--- src/rtl/gc_responder.sv ---
// Game-controller command responder.
// Decodes ID / RESET / ORIGINS / STATUS commands from a bit detector, waits a
// turnaround delay, then streams the reply MSB first through a bit generator
// with a strict launch/busy handshake. Status bytes are fetched one at a time
// from an external store just before they are transmitted.
module gc_responder #(
    parameter logic [23:0] CONTROLLER_ID = 24'h090000,
    parameter logic [79:0] CALIBRATION   = 80'h00808080808000000202,
    parameter int          STATE_BYTES   = 8,
    parameter int          RESP_DELAY    = 200,
    parameter int          FETCH_TIMEOUT = 255
) (
    input  logic       clk,
    input  logic       reset,
    input  logic       rx_start,
    input  logic       rx_stop,
    input  logic       rx_error,
    input  logic       rx_strobe,
    input  logic       rx_data,
    input  logic       tx_busy,
    output logic       tx_strobe,
    output logic       tx_data,
    output logic       tx_stop,
    output logic [3:0] state_addr,
    output logic       state_request,
    input  logic [7:0] state_data,
    input  logic       state_ack,
    output logic       rumble,
    output logic       cmd_done,
    output logic       fault
);

    typedef enum logic [2:0] {
        S_IDLE, S_RX, S_DELAY, S_FETCH, S_SEND, S_STOP
    } state_t;

    // Launch handshake: after a launch the generator must go busy then idle.
    typedef enum logic [1:0] {
        HS_READY, HS_WAIT_HI, HS_WAIT_LO
    } hs_t;

    typedef enum logic [1:0] {
        REP_ID, REP_ORG, REP_STAT
    } reply_t;

    localparam logic [7:0]  ID_CODE    = 8'h00;
    localparam logic [7:0]  RST_CODE   = 8'hFF;
    localparam logic [7:0]  ORG_CODE   = 8'h41;
    localparam logic [15:0] STAT_PFX   = 16'h4003;
    localparam logic [15:0] DELAY_LAST = 16'(RESP_DELAY - 2);
    localparam logic [15:0] TO_LAST    = 16'(FETCH_TIMEOUT - 1);
    localparam logic [3:0]  LAST_ADDR  = 4'(STATE_BYTES - 1);

    state_t      state_reg, state_next;
    hs_t         hs_reg;
    reply_t      reply_reg;
    logic [6:0]  bit_count_reg;
    logic        id_flag_reg, rst_flag_reg, org_flag_reg, stat_flag_reg;
    logic        last_bit_reg;
    logic [15:0] delay_cnt_reg;
    logic [15:0] fetch_cnt_reg;
    logic [79:0] shift_reg;
    logic [6:0]  bits_left_reg;
    logic [3:0]  state_addr_reg;
    logic        state_request_reg;
    logic        rumble_reg;
    logic        fault_reg;

    logic rx_accept, len8, sel_id, sel_org, sel_stat;
    logic delay_done, ack_ok, fetch_to, launch, last_bit, last_byte;

    // A stop only counts in RX when not overridden by an error or restart.
    assign rx_accept  = (state_reg == S_RX) && rx_stop && !rx_error && !rx_start;
    assign len8       = (bit_count_reg == 7'd8);
    assign sel_id     = rx_accept && len8 && (id_flag_reg || rst_flag_reg);
    assign sel_org    = rx_accept && len8 && org_flag_reg && !sel_id;
    assign sel_stat   = rx_accept && (bit_count_reg == 7'd24) && stat_flag_reg;
    assign delay_done = (delay_cnt_reg == DELAY_LAST);
    assign ack_ok     = (state_reg == S_FETCH) && state_request_reg && state_ack;
    assign fetch_to   = (state_reg == S_FETCH) && state_request_reg && !state_ack
                        && (fetch_cnt_reg == TO_LAST);
    assign launch     = ((state_reg == S_SEND) || (state_reg == S_STOP))
                        && (hs_reg == HS_READY) && !tx_busy;
    assign last_bit   = (bits_left_reg == 7'd1);
    assign last_byte  = (state_addr_reg == LAST_ADDR);

    // State register.
    always_ff @(posedge clk or posedge reset) begin
        if (reset) state_reg <= S_IDLE;
        else       state_reg <= state_next;
    end

    // Next-state logic.
    always_comb begin
        state_next = state_reg;
        case (state_reg)
            S_IDLE:  if (rx_start) state_next = S_RX;
            S_RX: begin
                if (rx_error)      state_next = S_IDLE;
                else if (rx_start) state_next = S_RX;
                else if (rx_stop)  state_next = (sel_id || sel_org || sel_stat) ? S_DELAY : S_IDLE;
            end
            S_DELAY: begin
                if (rx_error)        state_next = S_IDLE;
                else if (delay_done) state_next = (reply_reg == REP_STAT) ? S_FETCH : S_SEND;
            end
            S_FETCH: begin
                if (ack_ok)        state_next = S_SEND;
                else if (fetch_to) state_next = S_IDLE;
            end
            S_SEND: begin
                if (launch && last_bit)
                    state_next = (reply_reg == REP_STAT && !last_byte) ? S_FETCH : S_STOP;
            end
            S_STOP:  if (launch) state_next = S_IDLE;
            default: state_next = S_IDLE;
        endcase
    end

    // Launch outputs; data and stop flag are valid alongside the strobe.
    always_comb begin
        tx_strobe = launch;
        tx_stop   = (state_reg == S_STOP);
        tx_data   = 1'b0;
        cmd_done  = launch && (state_reg == S_STOP);
        if (state_reg == S_STOP)      tx_data = 1'b1;
        else if (state_reg == S_SEND) tx_data = shift_reg[79];
    end

    // Command receiver: bit counter, match flags, rumble capture.
    always_ff @(posedge clk or posedge reset) begin
        if (reset) begin
            bit_count_reg <= 7'd0;
            id_flag_reg   <= 1'b1;
            rst_flag_reg  <= 1'b1;
            org_flag_reg  <= 1'b1;
            stat_flag_reg <= 1'b1;
            last_bit_reg  <= 1'b0;
            reply_reg     <= REP_ID;
            rumble_reg    <= 1'b0;
        end else if (state_reg == S_IDLE || state_reg == S_RX) begin
            if (rx_start) begin
                bit_count_reg <= 7'd0;
                id_flag_reg   <= 1'b1;
                rst_flag_reg  <= 1'b1;
                org_flag_reg  <= 1'b1;
                stat_flag_reg <= 1'b1;
            end else begin
                if (rx_strobe && state_reg == S_RX) begin
                    if (bit_count_reg != 7'd127)
                        bit_count_reg <= bit_count_reg + 7'd1;
                    if (bit_count_reg < 7'd8) begin
                        id_flag_reg  <= id_flag_reg  & (rx_data == ID_CODE[~bit_count_reg[2:0]]);
                        rst_flag_reg <= rst_flag_reg & (rx_data == RST_CODE[~bit_count_reg[2:0]]);
                        org_flag_reg <= org_flag_reg & (rx_data == ORG_CODE[~bit_count_reg[2:0]]);
                    end
                    if (bit_count_reg < 7'd16)
                        stat_flag_reg <= stat_flag_reg & (rx_data == STAT_PFX[~bit_count_reg[3:0]]);
                    last_bit_reg <= rx_data;
                end
                if (rx_error) begin
                    id_flag_reg   <= 1'b0;
                    rst_flag_reg  <= 1'b0;
                    org_flag_reg  <= 1'b0;
                    stat_flag_reg <= 1'b0;
                end
            end
            if (sel_id)   reply_reg <= REP_ID;
            if (sel_org)  reply_reg <= REP_ORG;
            if (sel_stat) reply_reg <= REP_STAT;
            if (sel_stat)
                rumble_reg <= last_bit_reg;
            else if (rx_accept && len8 && rst_flag_reg)
                rumble_reg <= 1'b0;
        end
    end

    // Reply datapath: turnaround delay, status fetch, bit shifting.
    always_ff @(posedge clk or posedge reset) begin
        if (reset) begin
            delay_cnt_reg     <= 16'd0;
            fetch_cnt_reg     <= 16'd0;
            shift_reg         <= 80'd0;
            bits_left_reg     <= 7'd0;
            state_addr_reg    <= 4'd0;
            state_request_reg <= 1'b0;
            fault_reg         <= 1'b0;
        end else begin
            fault_reg <= 1'b0;
            if (rx_accept)
                delay_cnt_reg <= 16'd0;
            else if (state_reg == S_DELAY)
                delay_cnt_reg <= delay_cnt_reg + 16'd1;

            if (state_reg != S_FETCH && state_next == S_FETCH) begin
                state_request_reg <= 1'b1;
                fetch_cnt_reg     <= 16'd0;
                state_addr_reg    <= (state_reg == S_DELAY) ? 4'd0 : state_addr_reg + 4'd1;
            end

            if (state_reg == S_FETCH && state_request_reg) begin
                if (state_ack) begin
                    shift_reg         <= {state_data, 72'd0};
                    bits_left_reg     <= 7'd8;
                    state_request_reg <= 1'b0;
                end else if (fetch_to) begin
                    state_request_reg <= 1'b0;
                    fault_reg         <= 1'b1;
                end else begin
                    fetch_cnt_reg <= fetch_cnt_reg + 16'd1;
                end
            end

            if (state_reg == S_DELAY && state_next == S_SEND) begin
                if (reply_reg == REP_ORG) begin
                    shift_reg     <= CALIBRATION;
                    bits_left_reg <= 7'd80;
                end else begin
                    shift_reg     <= {CONTROLLER_ID, 56'd0};
                    bits_left_reg <= 7'd24;
                end
            end

            if (state_reg == S_SEND && launch) begin
                shift_reg     <= {shift_reg[78:0], 1'b0};
                bits_left_reg <= bits_left_reg - 7'd1;
            end
        end
    end

    // Handshake tracker: a launch re-arms only after busy rises and falls.
    always_ff @(posedge clk or posedge reset) begin
        if (reset) begin
            hs_reg <= HS_READY;
        end else if (launch) begin
            hs_reg <= HS_WAIT_HI;
        end else begin
            case (hs_reg)
                HS_WAIT_HI: if (tx_busy)  hs_reg <= HS_WAIT_LO;
                HS_WAIT_LO: if (!tx_busy) hs_reg <= HS_READY;
                default:    hs_reg <= HS_READY;
            endcase
        end
    end

    assign state_addr    = state_addr_reg;
    assign state_request = state_request_reg;
    assign rumble        = rumble_reg;
    assign fault         = fault_reg;

endmodule

--- config.mk ---
export PLATFORM = sky130hd
export DESIGN_NAME = gc_responder
export DESIGN_NICKNAME = d
export VERILOG_FILES = /design/src/rtl/gc_responder.sv
export SDC_FILE = /design/constraint.sdc
export NUM_CORES = 1
export LEC_CHECK = 0
export CAP_MARGIN = 10
export CORE_AREA = 2 2 128 93
export DETAILED_ROUTE_END_ITERATION = 10
export DIE_AREA = 0 0 130 95
export GPL_ROUTABILITY_DRIVEN = 0
export HOLD_SLACK_MARGIN = 0.06
export PLACE_DENSITY = 0.74
export SLEW_MARGIN = 5
export SYNTH_ARGS = -nofsm -noshare
export SYNTH_HDL_FRONTEND = slang
export SYNTH_SLANG_ARGS = --single-unit
export TNS_END_PERCENT = 20
--- constraint.sdc ---
create_clock -name clk -period 6.49 [get_ports clk]
set_clock_uncertainty 0.1 [all_clocks]
set_input_delay 1.298 -clock clk [delete_from_list [all_inputs] [get_ports clk]]
set_output_delay 1.298 -clock clk [all_outputs]
set_load 0.1 [all_outputs]
Word-level counts from Yosys, hierarchy flattened
Memory sizes are Yosys's and may differ from the RTL's. Index checks and enable logic that the tools add are counted.

$add $sub $neg: 5. $lt $le $gt $ge: 4. Equality and inequality tests: 25. Multiplexer cells: 72. Bitwise logic cells: 7. Reduce and logical (&&, ||, !) cells: 54.

Operators by type and width (count): 80-bit two-way mux (4); 16-bit two-way mux (6); 76-bit two-way mux (1); 7-bit two-way mux (8); 3-bit two-way mux (12); 16-bit by 1-bit adder with 16-bit output, second input constant (2); 16-bit by 8-bit equality test with 1-bit output, second input constant (2); 1-bit two-way mux (31); 1-bit logical AND (23); 3-bit one-hot mux with 6 select lines (1); 3-bit nonzero test (6); 2-bit two-way mux (7); 3-bit AND reduction (4); 3-bit by 2-bit equality test with 1-bit output, second input constant (3); 3-bit equality test, second input constant (3); 2-bit AND reduction (4); 2-bit nonzero test (4); 7-bit by 1-bit adder with 7-bit output, second input constant (1); 7-bit by 1-bit equality test with 1-bit output, second input constant (1); 7-bit by 4-bit equality test with 1-bit output, second input constant (1); 7-bit by 5-bit equality test with 1-bit output, second input constant (1); 7-bit by 4-bit < comparator with 1-bit output, second input constant (1); 7-bit by 5-bit < comparator with 1-bit output, second input constant (1); 7-bit inequality test, second input constant (1); 21 further kinds (39).

Register bits after elaboration: 145. Bits in read-only memories: 40. Input port bits: 17. Output and inout port bits: 11. Logic and storage cells: 188. Memories kept: 4.

Memory list: (no name shown) (depth 16, bits a word 1, read ports 1, clocked after Yosys merged registers in 0, write ports 0, line 158) `stat_flag_reg <= stat_flag_reg & (rx_data == STAT_PFX[~bit_count_reg[3:0]]);`; (no name shown) (depth 8, bits a word 1, read ports 1, clocked after Yosys merged registers in 0, write ports 0, line 155) `org_flag_reg <= org_flag_reg & (rx_data == ORG_CODE[~bit_count_reg[2:0]]);`; (no name shown) (depth 8, bits a word 1, read ports 1, clocked after Yosys merged registers in 0, write ports 0, line 154) `rst_flag_reg <= rst_flag_reg & (rx_data == RST_CODE[~bit_count_reg[2:0]]);`; (no name shown) (depth 8, bits a word 1, read ports 1, clocked after Yosys merged registers in 0, write ports 0, line 153) `id_flag_reg <= id_flag_reg & (rx_data == ID_CODE[~bit_count_reg[2:0]]);`.

Logic depth before layout (Yosys ltp)
Depth in word-level cells: 21. Mapped depth: 10. Gate-level depth less buffers: 7.

Worst setup path before layout
Ideal clock, no wire load.

Path type: input -> output. From: in tx_busy. To: out cmd_done. Data arrival time: 3.028 ns. Required time: 5.092 ns. Setup slack: 2.064 ns. Cell stages on the path: 3. Path buffers: 1. Cells stage by stage: or3_1 clkbuf_1 nor2_1.

Longest elaborated chain between the ends: 3.

Ends and longest elaborated chain: start: declaration (line 20) `input logic tx_busy,`; 1-bit zero test; 1-bit logical AND (line 83) `&& (hs_reg == HS_READY) && !tx_busy;`; 1-bit logical AND (line 125) `cmd_done = launch && (state_reg == S_STOP);`; end: declaration (line 29) `output logic cmd_done,`.

No other way between the ends.

Worst setup path in the final report
Same ends and word-level chain as after synthesis.

==> results by group <==
Outcome
  – Status: finished clean

Setup path
  – WS Path Type: in -> out
  – WP data arrival: ~3500 ps
  – Critical Path End Type: output pin
  – Worst Path Max Fanout: 7
  – Startpoint types: primary input
  – Worst EP required: approximately 5100 ps

Placement
  – Dpl hpwl: slightly above 8000 um
  – Post-placement cell count: 764
  – Total placed instance area: around 6900 um^2
  – Port Buffer Count: 27

Cells and area
  – Fin area: around 7500 um^2
  – P&R area growth vs syn: 14.8%
  – Share of cells above drive strength 1: 8.76%
  – Number of flip-flops in the largest register: 79
  – Final core utilization: between 60% and 70%
  – Final Non-Filler Cells: 796
  – Net count, final: around 650
  – # diodes: 0

Yosys
  – Top cells by area, synth: dfrtp_1, a22o_1, nand3_1
  – Netlist Area Pre-Place: between 6000 and 7000 um^2
  – Post-synth EDFFs: 0
  – Post-synthesis sequential area ratio: 55.2%
  – Syn nets: 638
  – Post-synth top area cell: dfrtp_1
  – Yosys cell types: slightly above 60
  – Ys async rst share: 100%
  – Ys Warns: 0
  – Main synth FF type: dfrtp_1
  – Most numerous cell in the Yosys netlist: dfrtp_1
  – Synth cell count leaders: dfrtp_1, a22o_1, nand2_1
  – Synthesized netlist cell count: roughly 610
  – Seq cells post-synth: 144
  – Synth top area share: between 50% and 60%
  – Syn Area/Cell: ~11 um^2

Clock network
  – CTS Buffer Depth: 2
  – Worst-Skew Late Latency: approximately 420 ps
  – Post_cts resized: 0
  – H-tree Lvls: 4
  – Clock edge transition at the registers on the reported setup and hold paths: roughly 60 ps
  – CTS buffer count: 17
  – # hold bufs at CTS: 0
  – Root Buffer: clkbuf_16
  – # Post-CTS Setup Buffers: 0
  – Clock Sinks: between 100 and 150
  – CTS tree: done

GRT
  – Initial antenna violation count: 0
  – Grt ovf: 0
  – GRT Total Usage: a little under a quarter
  – Vias in the first global route: 4459
  – First-pass GRT wire length: ~22000 um
  – Largest net degree at the start of global routing: between 90 and 100

Floorplan
  – FP Rows: 33
  – Die width: approximately 130 um
  – # IOs: 28
  – Core ar.: 11300 um^2
  – Die Area: roughly 12000 um^2
  – Initial Util: between 50% and 60%
  – Die Span Y: about 95 um

STA
  – Setup-failing EPs final: 0
  – Setup TNS: 0 ps
  – Pins Over Slew Limit: 0
  – Minimum clock period: approximately 4900 ps
  – RSZ-0062 raised after global routing: no
  – Final Hold Fails: 0
  – Worst slew pin tran: ~1100 ps
  – Worst slew margin: between 20% and 30%
  – Tcrit/Tclk final: between 70% and 80%
  – Peak Freq: 203 MHz

Job
  – Maxcap violations: 0

Route
  – Via count: just under 5k
  – DR iter-0 viols: slightly below 500
  – Routed Antenna Nets: 0
  – DR pass1 iterations: 5
  – Number of vias per cell: 6.07
  – DRC viols: 0
  – Routed length per instance: between 15 and 20 um
  – WL final: approximately 13000 um

Hold path
  – Worst hold path class: reg -> reg

Pwr
  – PwrDens: roughly 280 nW/um^2
  – Peak VDD IR: ~210 uV
  – Tot Pwr: ~2100 uW
  – LEAKAGE: between 0.003 and 0.004 uW
-- per-layer routing --
metal  up-vias  wire length [um]  track usage (%)
li1       2275                 -                -
met1      2436              6800             35.1
met2       102              5620             32.2
met3        18               510             5.16
met4         0               174             7.80
met5         -                 0                0
-- cells in the final DEF (no fill, tap or decap), drive strengths merged, types with 3 or more instances in the layout --
| master | n |
|---|---|
| and3 | 8 |
| xnor2 | 16 |
| dfstp | 4 |
| clkinvlp | 4 |
| nand4 | 8 |
| xor2 | 8 |
| a22o | 65 |
| inv | 28 |
| a21oi | 6 |
| o21ai | 31 |
| or4 | 3 |
| a211oi | 5 |
| dfrtp | 140 |
| nand2b | 6 |
| buf | 4 |
| a221o | 6 |
| nor4 | 10 |
| nor3b | 4 |
| mux2i | 8 |
| o31ai | 10 |
| nor2 | 44 |
| clkdlybuf4s50 | 27 |
| a31oi | 7 |
| nand2 | 48 |
| ha | 10 |
| or3 | 10 |
| nor3 | 11 |
| nand3 | 37 |
| nor2b | 3 |
| and2 | 7 |
| clkbuf | 18 |
| nand4b | 3 |
| and4 | 3 |
| or3b | 4 |
-- where the power goes --
part / switching [uW] / internal (uW) / total (uW)
logic: 89.4 / 68.8 / 158
registers: 51.4 / 952 / 1000
clock network: 410 / 552 / 962
total: 551 / 1570 / 2120
-- path summary, 6_finish.rpt --
path | start | endpoint | slack [ps] | depth (start not counted)
setup / recovery | tx_busy | cmd_done | 1560 | 4
hold / removal | hs_reg[1]$_DFFE_PP0P_ | hs_reg[0]$_DFFE_PP0P_ | 380 | 1
setup reg to reg | delay_cnt_reg[0]$_DFFE_PP0P_ | shift_reg[75]$_DFFE_PP0P_ | 3430 | 7
hold reg to reg | hs_reg[1]$_DFFE_PP0P_ | hs_reg[0]$_DFFE_PP0P_ | 380 | 1
max in group asynchronous | reset | shift_reg[70]$_DFFE_PP0P_ | 3700 | 3
min in group asynchronous | reset | shift_reg[4]$_DFFE_PP0P_ | 1290 | 2
-- logic make-up (layout without fill, tap and decap cells) --
kind of cell | count (synthesis) | in the layout | synth area share, %
AOI/OAI and AO/OA | 150 | 150 | 17.4
muxes | 9 | 9 | 1.40
buffers and inverters | 55 | 83 | 3.37
DFF | 144 | 144 | 55.2
and+or+nand+nor | 219 | 219 | 17.5
xor gates and xnor gates | 24 | 24 | 3.21
adders and majority gates | 10 | 10 | 1.91
-- layout make-up --
| type | count | area, um^2 |
|---|---|---|
| inverters | 20 | 80.1 |
| clock inverters | 14 | 146 |
| well taps | 157 | 196 |
| clock buffers | 18 | 439 |
| multi-input cells | 412 | 2740 |
| flip-flops and latches | 144 | 3610 |
| fillers | 856 | 3760 |
| repair buffers | 31 | 300 |
-- worst max-delay path: stages --
cell	delay, ps
clkdlybuf4s50_1	430
or3_1	470
nor2_1	180
clkdlybuf4s50_1	1150
-- through the flow --
step                setup WS, ps  hold slack (ps)
floorplan                   1230              336
detailed placement          1560              362
global route                1480              405
finish                      1560              382
CTS                         1550              383
global placement            1550              351
No activity file was read; power rests on OpenSTA's default activity.
